===== src/rtl/resize_coord_pkg.sv =====
`default_nettype none
// ============================================================================
// Module      : resize_coord_pkg
// Description : Shared widths, fixed-point constants and FSM state encoding
//               for the resize coordinate generator.
// Revision    : 1.0 - initial release
// ============================================================================
package resize_coord_pkg;

    localparam int IDX_W      = 20;  // index / length width
    localparam int SCALE_W    = 48;  // unsigned scale, Q16.32
    localparam int POS_W      = 42;  // signed position, Q20.22
    localparam int PROD_W     = 74;  // signed product, Q.54
    localparam int POS_FRAC   = 22;
    localparam int SCALE_FRAC = 32;

    // +0.5 in Q20.22
    localparam logic [POS_W-1:0] HALF_POS =
        {{(POS_W-POS_FRAC){1'b0}}, 1'b1, {(POS_FRAC-1){1'b0}}};

    // -0.5 in the Q.54 product domain (-2^53)
    localparam logic signed [PROD_W-1:0] NEG_HALF_PROD =
        {{(PROD_W-53){1'b1}}, 53'd0};

    typedef enum logic [1:0] {
        IDLE  = 2'd0,
        RUN   = 2'd1,
        DRAIN = 2'd2
    } state_t;

endpackage
`default_nettype wire


===== src/rtl/resize_coord_mul.sv =====
`default_nettype none
// ============================================================================
// Module      : resize_coord_mul
// Description : Pipelined unsigned 48-bit x signed 42-bit multiplier giving a
//               74-bit signed product. STAGES register levels, all gated by
//               ce so a stall freezes every level in place.
// Ports       : ap_clk, ap_rst_n (async active-low), ce,
//               a (unsigned scale), b (signed operand), p (signed product)
// Revision    : 1.0 - initial release
// ============================================================================
module resize_coord_mul
    import resize_coord_pkg::*;
#(
    parameter int STAGES = 5
) (
    input  logic                     ap_clk,
    input  logic                     ap_rst_n,
    input  logic                     ce,
    input  logic [SCALE_W-1:0]       a,
    input  logic signed [POS_W-1:0]  b,
    output logic signed [PROD_W-1:0] p
);

    logic signed [PROD_W-1:0] w_prod;
    logic signed [PROD_W-1:0] r_pipe [STAGES];

    // Both operands are extended to the product width, so the signed multiply
    // yields exactly the low PROD_W bits of the true product.
    assign w_prod = $signed({{(PROD_W-SCALE_W){1'b0}}, a}) *
                    $signed({{(PROD_W-POS_W){b[POS_W-1]}}, b});

    // Product is formed ahead of the register chain; synthesis retimes the
    // multiplier logic across the levels.
    always_ff @(posedge ap_clk or negedge ap_rst_n) begin
        if (!ap_rst_n) begin
            for (int i = 0; i < STAGES; i++) begin
                r_pipe[i] <= '0;
            end
        end else if (ce) begin
            r_pipe[0] <= w_prod;
            for (int i = 1; i < STAGES; i++) begin
                r_pipe[i] <= r_pipe[i-1];
            end
        end
    end

    assign p = r_pipe[STAGES-1];

endmodule
`default_nettype wire


===== src/rtl/resize_coord_gen.sv =====
`default_nettype none
// ============================================================================
// Module      : resize_coord_gen
// Description : Walks destination indices 0..out_len-1, computes the source
//               position (dst+0.5)*scale-0.5 in Q20.22 and emits a clamped
//               integer source index plus fractional weight on a
//               valid/ready stream.
// Ports       : ap_clk, ap_rst_n (async active-low)
//               start/out_len/in_len/scale - line request and configuration
//               busy, done                 - line status
//               coord_valid/coord_ready    - output handshake
//               coord_dst/idx/wgt/last     - output payload
// Options     : RESIZE_COORD_ROUND_EN - round weight to nearest instead of
//               truncating (same latency).
// Revision    : 1.0 - initial release
// ============================================================================
module resize_coord_gen
    import resize_coord_pkg::*;
#(
    parameter int WGT_W      = 8,
    parameter int MUL_STAGES = 5
) (
    input  logic               ap_clk,
    input  logic               ap_rst_n,
    input  logic               start,
    input  logic [IDX_W-1:0]   out_len,
    input  logic [IDX_W-1:0]   in_len,
    input  logic [SCALE_W-1:0] scale,
    output logic               busy,
    output logic               done,
    output logic               coord_valid,
    input  logic               coord_ready,
    output logic [IDX_W-1:0]   coord_dst,
    output logic [IDX_W-1:0]   coord_idx,
    output logic [WGT_W-1:0]   coord_wgt,
    output logic               coord_last
);

    localparam logic [IDX_W-1:0] c_one_idx = IDX_W'(1);

    // ---------------- control ----------------
    state_t                r_state, w_state_nxt;
    logic                  r_done, w_done_nxt;
    logic                  w_accept;
    logic                  w_en;
    logic                  w_issue_last;
    logic                  w_last_hs;
    logic [IDX_W-1:0]      r_out_len, r_in_len, r_cnt;
    logic [SCALE_W-1:0]    r_scale;

    // ---------------- datapath ----------------
    logic                  r_s0_valid, r_s0_last;
    logic [IDX_W-1:0]      r_s0_dst;
    logic signed [POS_W-1:0]  w_s0_op;
    logic signed [PROD_W-1:0] w_prod, w_prod_adj;
    logic signed [POS_W-1:0]  w_pos;
    logic                  r_tag_valid [MUL_STAGES];
    logic                  r_tag_last  [MUL_STAGES];
    logic [IDX_W-1:0]      r_tag_dst   [MUL_STAGES];
    logic                  r_post_valid, r_post_last;
    logic [IDX_W-1:0]      r_post_dst;
    logic signed [POS_W-1:0] r_pos;
    logic [IDX_W-1:0]      w_int, w_last_idx, w_idx;
    logic [IDX_W:0]        w_int_ext;
    logic [WGT_W-1:0]      w_wgt_raw, w_wgt;
    logic                  r_coord_valid, r_coord_last;
    logic [IDX_W-1:0]      r_coord_dst, r_coord_idx;
    logic [WGT_W-1:0]      r_coord_wgt;

    // A stall holds every stage, so bubbles stay where they are.
    assign w_en         = !r_coord_valid || coord_ready;
    assign w_issue_last = (r_cnt == r_out_len - c_one_idx);
    assign w_last_hs    = r_coord_valid && coord_ready && r_coord_last;

    // ---------------- FSM ----------------
    always_ff @(posedge ap_clk or negedge ap_rst_n) begin
        if (!ap_rst_n) begin
            r_state <= IDLE;
            r_done  <= 1'b0;
        end else begin
            r_state <= w_state_nxt;
            r_done  <= w_done_nxt;
        end
    end

    always_comb begin
        w_state_nxt = r_state;
        w_done_nxt  = 1'b0;
        w_accept    = 1'b0;
        case (r_state)
            IDLE: begin
                if (start) begin
                    if (out_len != '0) begin
                        w_state_nxt = RUN;
                        w_accept    = 1'b1;
                    end else begin
                        // Empty line: report completion without running.
                        w_done_nxt = 1'b1;
                    end
                end
            end
            RUN: begin
                if (w_en && w_issue_last) begin
                    w_state_nxt = DRAIN;
                end
            end
            DRAIN: begin
                if (w_last_hs) begin
                    w_state_nxt = IDLE;
                    w_done_nxt  = 1'b1;
                end
            end
            default: w_state_nxt = IDLE;
        endcase
    end

    // ---------------- configuration and issue counter ----------------
    always_ff @(posedge ap_clk or negedge ap_rst_n) begin
        if (!ap_rst_n) begin
            r_out_len <= '0;
            r_in_len  <= '0;
            r_scale   <= '0;
            r_cnt     <= '0;
        end else if (w_accept) begin
            r_out_len <= out_len;
            r_in_len  <= in_len;
            r_scale   <= scale;
            r_cnt     <= '0;
        end else if (r_state == RUN && w_en) begin
            r_cnt <= r_cnt + c_one_idx;
        end
    end

    // ---------------- stage 0: issue ----------------
    always_ff @(posedge ap_clk or negedge ap_rst_n) begin
        if (!ap_rst_n) begin
            r_s0_valid <= 1'b0;
            r_s0_last  <= 1'b0;
            r_s0_dst   <= '0;
        end else if (w_en) begin
            r_s0_valid <= (r_state == RUN);
            r_s0_last  <= w_issue_last;
            r_s0_dst   <= r_cnt;
        end
    end

    // (dst + 0.5) in Q20.22
    assign w_s0_op = {r_s0_dst, {POS_FRAC{1'b0}}} | HALF_POS;

    // ---------------- multiply ----------------
    resize_coord_mul #(
        .STAGES (MUL_STAGES)
    ) u_mul (
        .ap_clk   (ap_clk),
        .ap_rst_n (ap_rst_n),
        .ce       (w_en),
        .a        (r_scale),
        .b        (w_s0_op),
        .p        (w_prod)
    );

    // Sideband travels alongside the multiplier with the same gating.
    always_ff @(posedge ap_clk or negedge ap_rst_n) begin
        if (!ap_rst_n) begin
            for (int i = 0; i < MUL_STAGES; i++) begin
                r_tag_valid[i] <= 1'b0;
                r_tag_last[i]  <= 1'b0;
                r_tag_dst[i]   <= '0;
            end
        end else if (w_en) begin
            r_tag_valid[0] <= r_s0_valid;
            r_tag_last[0]  <= r_s0_last;
            r_tag_dst[0]   <= r_s0_dst;
            for (int i = 1; i < MUL_STAGES; i++) begin
                r_tag_valid[i] <= r_tag_valid[i-1];
                r_tag_last[i]  <= r_tag_last[i-1];
                r_tag_dst[i]   <= r_tag_dst[i-1];
            end
        end
    end

    // ---------------- post stage: subtract 0.5, rescale to Q20.22 ----------------
    assign w_prod_adj = w_prod + NEG_HALF_PROD;
    assign w_pos      = POS_W'(w_prod_adj >>> SCALE_FRAC);

    always_ff @(posedge ap_clk or negedge ap_rst_n) begin
        if (!ap_rst_n) begin
            r_post_valid <= 1'b0;
            r_post_last  <= 1'b0;
            r_post_dst   <= '0;
            r_pos        <= '0;
        end else if (w_en) begin
            r_post_valid <= r_tag_valid[MUL_STAGES-1];
            r_post_last  <= r_tag_last[MUL_STAGES-1];
            r_post_dst   <= r_tag_dst[MUL_STAGES-1];
            r_pos        <= w_pos;
        end
    end

    // ---------------- index / weight split ----------------
    assign w_int      = r_pos[POS_W-1:POS_FRAC];
    assign w_last_idx = r_in_len - c_one_idx;

`ifdef RESIZE_COORD_ROUND_EN
    // Half an output LSB, 2^(21-WGT_W), added to the fraction before slicing.
    localparam logic [POS_FRAC:0] c_rnd_add =
        {{(WGT_W+1){1'b0}}, 1'b1, {(POS_FRAC-1-WGT_W){1'b0}}};
    logic [POS_FRAC:0] w_frac_rnd;
    logic              w_carry;

    assign w_frac_rnd = {1'b0, r_pos[POS_FRAC-1:0]} + c_rnd_add;
    assign w_carry    = w_frac_rnd[POS_FRAC];
    // Carry rolls into the integer part before the clamp is evaluated.
    assign w_int_ext  = {1'b0, w_int} + {{IDX_W{1'b0}}, w_carry};
    assign w_wgt_raw  = w_carry ? '0 :
                        WGT_W'(w_frac_rnd[POS_FRAC-1:0] >> (POS_FRAC-WGT_W));
`else
    assign w_int_ext  = {1'b0, w_int};
    assign w_wgt_raw  = WGT_W'(r_pos[POS_FRAC-1:0] >> (POS_FRAC-WGT_W));
`endif

    always_comb begin
        w_idx = '0;
        w_wgt = '0;
        // Negative positions sit left of the first source pixel: index 0, weight 0.
        if (!r_pos[POS_W-1]) begin
            if (w_int_ext >= {1'b0, w_last_idx}) begin
                w_idx = w_last_idx;
            end else begin
                w_idx = w_int_ext[IDX_W-1:0];
                w_wgt = w_wgt_raw;
            end
        end
    end

    // ---------------- output register ----------------
    always_ff @(posedge ap_clk or negedge ap_rst_n) begin
        if (!ap_rst_n) begin
            r_coord_valid <= 1'b0;
            r_coord_last  <= 1'b0;
            r_coord_dst   <= '0;
            r_coord_idx   <= '0;
            r_coord_wgt   <= '0;
        end else if (w_en) begin
            r_coord_valid <= r_post_valid;
            r_coord_last  <= r_post_last;
            r_coord_dst   <= r_post_dst;
            r_coord_idx   <= w_idx;
            r_coord_wgt   <= w_wgt;
        end
    end

    assign busy        = (r_state != IDLE);
    assign done        = r_done;
    assign coord_valid = r_coord_valid;
    assign coord_last  = r_coord_last;
    assign coord_dst   = r_coord_dst;
    assign coord_idx   = r_coord_idx;
    assign coord_wgt   = r_coord_wgt;

endmodule
`default_nettype wire


===== config.mk =====
export PLATFORM = sky130hd
export DESIGN_NAME = resize_coord_gen
export DESIGN_NICKNAME = d
export VERILOG_FILES = /design/src/rtl/resize_coord_pkg.sv /design/src/rtl/resize_coord_mul.sv /design/src/rtl/resize_coord_gen.sv
export SDC_FILE = /design/constraint.sdc
export NUM_CORES = 2
export LEC_CHECK = 0
export BUFFER_PORTS_ARGS = -buffer_cell sky130_fd_sc_hd__clkbuf_2
export CAP_MARGIN = 0
export CORE_MARGIN = 2
export CORE_UTILIZATION = 50
export CTS_CLUSTER_DIAMETER = 80
export CTS_CLUSTER_SIZE = 40
export DETAILED_ROUTE_END_ITERATION = 12
export GPL_TIMING_DRIVEN = 1
export PLACE_DENSITY = 0.63
export SLEW_MARGIN = 20
export SYNTH_ARGS = -nofsm -noshare
export SYNTH_HDL_FRONTEND = slang
export SYNTH_HIERARCHICAL = 1
export SYNTH_SLANG_ARGS = --single-unit

===== constraint.sdc =====
create_clock -name ap_clk -period 12.2 [get_ports ap_clk]
set_input_delay 1.22 -clock ap_clk [delete_from_list [all_inputs] [get_ports ap_clk]]
set_output_delay 1.22 -clock ap_clk [all_outputs]
set_load 0.03 [all_outputs]

# Yosys cells after proc, flatten, opt, wreduce, memory -nomap -nowiden
# Cells that the tools add are included.
# op_classes
addsub	4
mul	1
div	0
magnitude_cmp	1
eq_ne	7
shift	0
muxes	18
bitwise	0
n_reduce_logical	11
# op_table
operator	count
$mux W20	4
$add A74 B54 Y74 const B	1
$mul A49 B21 Y53	1
$sub A20 B1 Y20 const B	2
$add A20 B1 Y20 const B	1
$eq A20 B20 Y1	1
$ge A20 B20 Y1	1
$reduce_bool A20 Y1	1
$mux W8	2
$mux W2	4
$ne A2 B2 Y1 const B	4
$mux W1	6
$pmux W2 S3	1
$logic_and A1 B1 Y1	4
$reduce_and A4 Y1	1
$reduce_bool A2 Y1	2
$eq A2 B1 Y1 const B	1
$eq A2 B2 Y1 const B	1
$logic_not A2 Y1	1
$pmux W1 S2	1
$logic_not A1 Y1	1
$logic_or A1 B1 Y1	1
# word_totals
regBits	622
latch_bits	0
ramBits	0
romBits	0
inputBits	92
out_inout_bits	52
word_cells	80
n_memories	0

# Longest topological paths before layout
# depth
depth_word	5
ltp_mapped	32
mapped_depth_nobuf	30

# By module
# The synthesis kept the hierarchy.
# modules_own_cells
module	n_inst	cells_each	area_per_inst_um2	seq_area_each_um2
resize_coord_mul	1	7335	73424.2	9258.9
resize_coord_gen	1	1698	14936.8	8583.2

# Worst setup path before layout
# No wires, ideal clock.
# synth_timing
path_type	register to register
from	reg r_s0_dst[0]
to	reg u_mul/r_pipe[369] (netlist bit)
setup_time_ns	0.125
arrival_time_ns	7.780
required_ns	12.075
path_slack_ns	4.296
path_stages_with_launch	27
path_buffers	2
period_less_slack_ns	7.904
cell_sequence	dfrtp_1 clkbuf_1 clkbuf_1 and2_1 fa_1 fa_1 inv_1 fa_1 inv_1 fa_1 fa_1 fa_1 fa_1 fa_1 ha_1 ha_1 a21o_1 a21o_1 a221o_1 and2_1 or3_1 o2bb2ai_1 o21ai_1 o21ai_0 a21o_1 xnor2_1 mux2_2
# synth_between
elab_chain_len	1
# synth_rtl
item	line_no	text
from (decl)	resize_coord_gen.sv:53	logic [IDX_W-1:0] r_s0_dst;
from (signal assigned)	resize_coord_gen.sv:143	r_s0_dst <= r_cnt;
$mul A49 B21 Y53	resize_coord_mul.sv:29	assign w_prod = $signed({{(PROD_W-SCALE_W){1'b0}}, a}) *
to (signal, indexed assignment)	resize_coord_mul.sv:42	r_pipe[i] <= r_pipe[i-1];
to (decl)	resize_coord_mul.sv:25	logic signed [PROD_W-1:0] r_pipe [STAGES];
# Every way passes these cells.
# A chain may end at the register's enable or synchronous reset.

# Worst setup path after layout
# layout_timing
from	reg r_s0_dst[7]
to	reg u_mul/r_pipe[368] (netlist bit)
# The elaborated chain is that of the path after synthesis.

==> impl_metrics.yaml <==
global_route:
  grt_pass1_vias: 61360
  top_usage_layer: "met2"
  met1_usage: 0.3799
  grt_pass1_wl_mm: 360.0
  track_usage: 0.2917
  grt_use_met3: 0.05226
  grt_overflow: 0
  grt_use_met2: 0.4840
  grt_max_degree: 162
  antenna_found_initial: 17
route:
  dr.first_iter.drc_count: 3867
  final_antenna_net_count: 0
  drt-pass1-iter-count: 6
  drcViolationCount: 0
  via_count: 55550
  drt-total-wl_mm: 229.4
  vias_per_cell: 5.404
  avgRoutedWirePerCell_um: 22.31
cts:
  cts_made_buffers: 22
  cts_tree: "yes"
  clock_latency_ps: 610
  cts_setup_buffers: 0
  cts_root_buf: "clkbuf_16"
  path_clk_slew_ps: 140
  clock_path_buffers: 3
  ctsHoldBuffers: 0
  cts_htree_levels: 1
  cts_resized: 0
  cts.sinks: 483
critical_path:
  critPathCaptureType: "flip-flop"
  crit_chain: "buf_4, buf_4, nand2_1, fa_1, fa_1, inv_1, fa_1, fa_1, fa_1, fa_1, fa_1, fa_1, ha_1, ha_1, nand2_1, or3_1, o221ai_1, a221oi_1, o21ai_0, a2111oi_1, nor2_1, a211oi_1, xnor2_1, mux2_2"
  cp_slowest_cell: "dfrtp_1"
  startpoint_type: "flip-flop"
  cp_top_family: "adder cells"
  max_stage_delay_ps: 670
  cp.arrival_ps: 9910
  critPathLaunch: "r_s0_dst[7]"
  r2r_slack_ps: 2750
  path_common_cell: "fa_1"
  r2r_end: "u_mul/r_pipe[368]"
  rr_startpoint: "r_s0_dst[7]"
  worstPathRequired_ps: 12670
  rr_worst_depth: 24
  path_max_fanout: 24
  critical_path_class: "flip-flop to flip-flop"
  path_depth: 24
  path_buf_inv: 3
sta:
  worst_pin_slew_ps: 1065
  rsz0062_at_grt: "false"
  post-route-min-period_ps: 9445
  max_freq_mhz: 105.9
  fin_crit_sh: 0.7742
  final.setup.tns_ps: 0
  fin_ws_ps: 2755
  report.final.slew_viol_count: 0
  hold_viol_final: 0
  relSlewSlack: 0.2899
  skew_ps: 56.00
  setup_viol: 0
die:
  core_um2: 156600
  fp.dieW_um: 401.4
  rows: 145
  die_area_um2: 161200
  num_io_pins: 144
  initial_core_util: 0.5044
  die_y_um: 401.4
flow_run:
  cap_violations: 0
place:
  dp_slack_ps: 2793
  gp_congestion: 0.9609
  hpwlAfterDp_mm: 168.8
  io_buffers: 143
min_path:
  hold_path_depth: 2
  min_from: "r_tag_dst[99]"
  min_to: "r_tag_dst[79]"
  hold_path_class: "flip-flop to flip-flop"
synth:
  synthCells: 8414
  syn-cell-area_um2: 78980
  ys_warn_count: 6
  syn_avg_cell_area_um2: 9.387
cells_and_area:
  drive_above_1_share: 0.05268
  nets: 10360
  nFillCells: 14460
  area_growth_pct: 3.858
outcome:
  status: "completed"
==> through the flow <==
| stage | util | cells | cell area [um^2] | hold slack, ps |
|---|---|---|---|---|
| 5_1_grt | 0.5236 | 10260 | 81970 | 481.2 |
| 6_report | 0.5239 | 10280 | 82030 | 434.5 |
| 2_1_floorplan | - | 8478 | 79220 | 430.0 |
| 3_3_place_gp | 0.5177 | 10220 | 81050 | 442.4 |
| 4_1_cts | 0.5235 | 10260 | 81970 | 439.6 |
| 3_5_place_dp | 0.5178 | 10220 | 81070 | 455.1 |
==> worst register-to-register path, stage by stage, from the launching register on <==
cell	delay, ps
dfrtp_1	670
buf_4	500
buf_4	440
nand2_1	120
fa_1	520
fa_1	560
inv_1	50
fa_1	430
fa_1	500
fa_1	480
fa_1	500
fa_1	520
fa_1	420
ha_1	280
ha_1	540
nand2_1	180
or3_1	550
o221ai_1	590
a221oi_1	260
o21ai_0	280
a2111oi_1	80
nor2_1	280
a211oi_1	140
xnor2_1	150
mux2_2	270
==> per-layer routing <==
layer,wire [um],share of wire,up-vias
met1,91600,0.40,29200
li1,-,-,23810
met4,10380,0.045,8
met5,61,0.00027,-
met3,16600,0.072,493
met2,110700,0.48,2046
==> cell type report <==
type / instances / area (um^2) / share of cell area
Timing Repair Buffer: 226 / 1371 / 0.01672
Clock buffer: 25 / 583.1 / 0.007108
Sequential cell: 483 / 12090 / 0.1474
Tap cell: 2058 / 2575 / 0.03139
Clock inverter: 12 / 319.1 / 0.003890
Antenna cell: 23 / 57.56 / 0.0007017
Multi-Input combinational cell: 5820 / 58880 / 0.7178
Inverter: 1634 / 6146 / 0.07493
==> state kept, by name, summed over array words and instances, names as in the netlist, 5 cells and up <==
name	cells
r_scale	48
coord_dst	20
r_s0_dst	20
r_tag_dst	100
coord_wgt	8
r_post_dst	20
r_out_len	20
r_pos	28
r_in_len	20
r_cnt	20
r_tag_valid	5
coord_idx	20
u_mul/r_pipe	112
u_mul/p	28
r_tag_last	5
==> how the worst max path moves through the flow <==
stage / to / slack (ps)
2_1_floorplan: u_mul/r_pipe[368] / 4360
3_3_place_gp: u_mul/r_pipe[357] / 1930
3_5_place_dp: u_mul/r_pipe[368] / 2790
4_1_cts: u_mul/r_pipe[368] / 2780
5_1_grt: u_mul/r_pipe[368] / 2410
6_report: u_mul/r_pipe[368] / 2750
==> layout by cell type, fill, tap and decap left out, types with 66 or more instances in the layout <==
master,instances
dfrtp_1,477
clkbuf_2,142
nand2_1,1721
nor2_1,78
inv_1,1633
a21oi_1,74
xnor2_1,91
and2_1,1063
fa_1,1722
mux2_2,136
ha_1,357
buf_4,80
conb_1,66
Power is not shown: default switching activity piles up to over one toggle a cycle in this logic, so the estimate is an artifact.
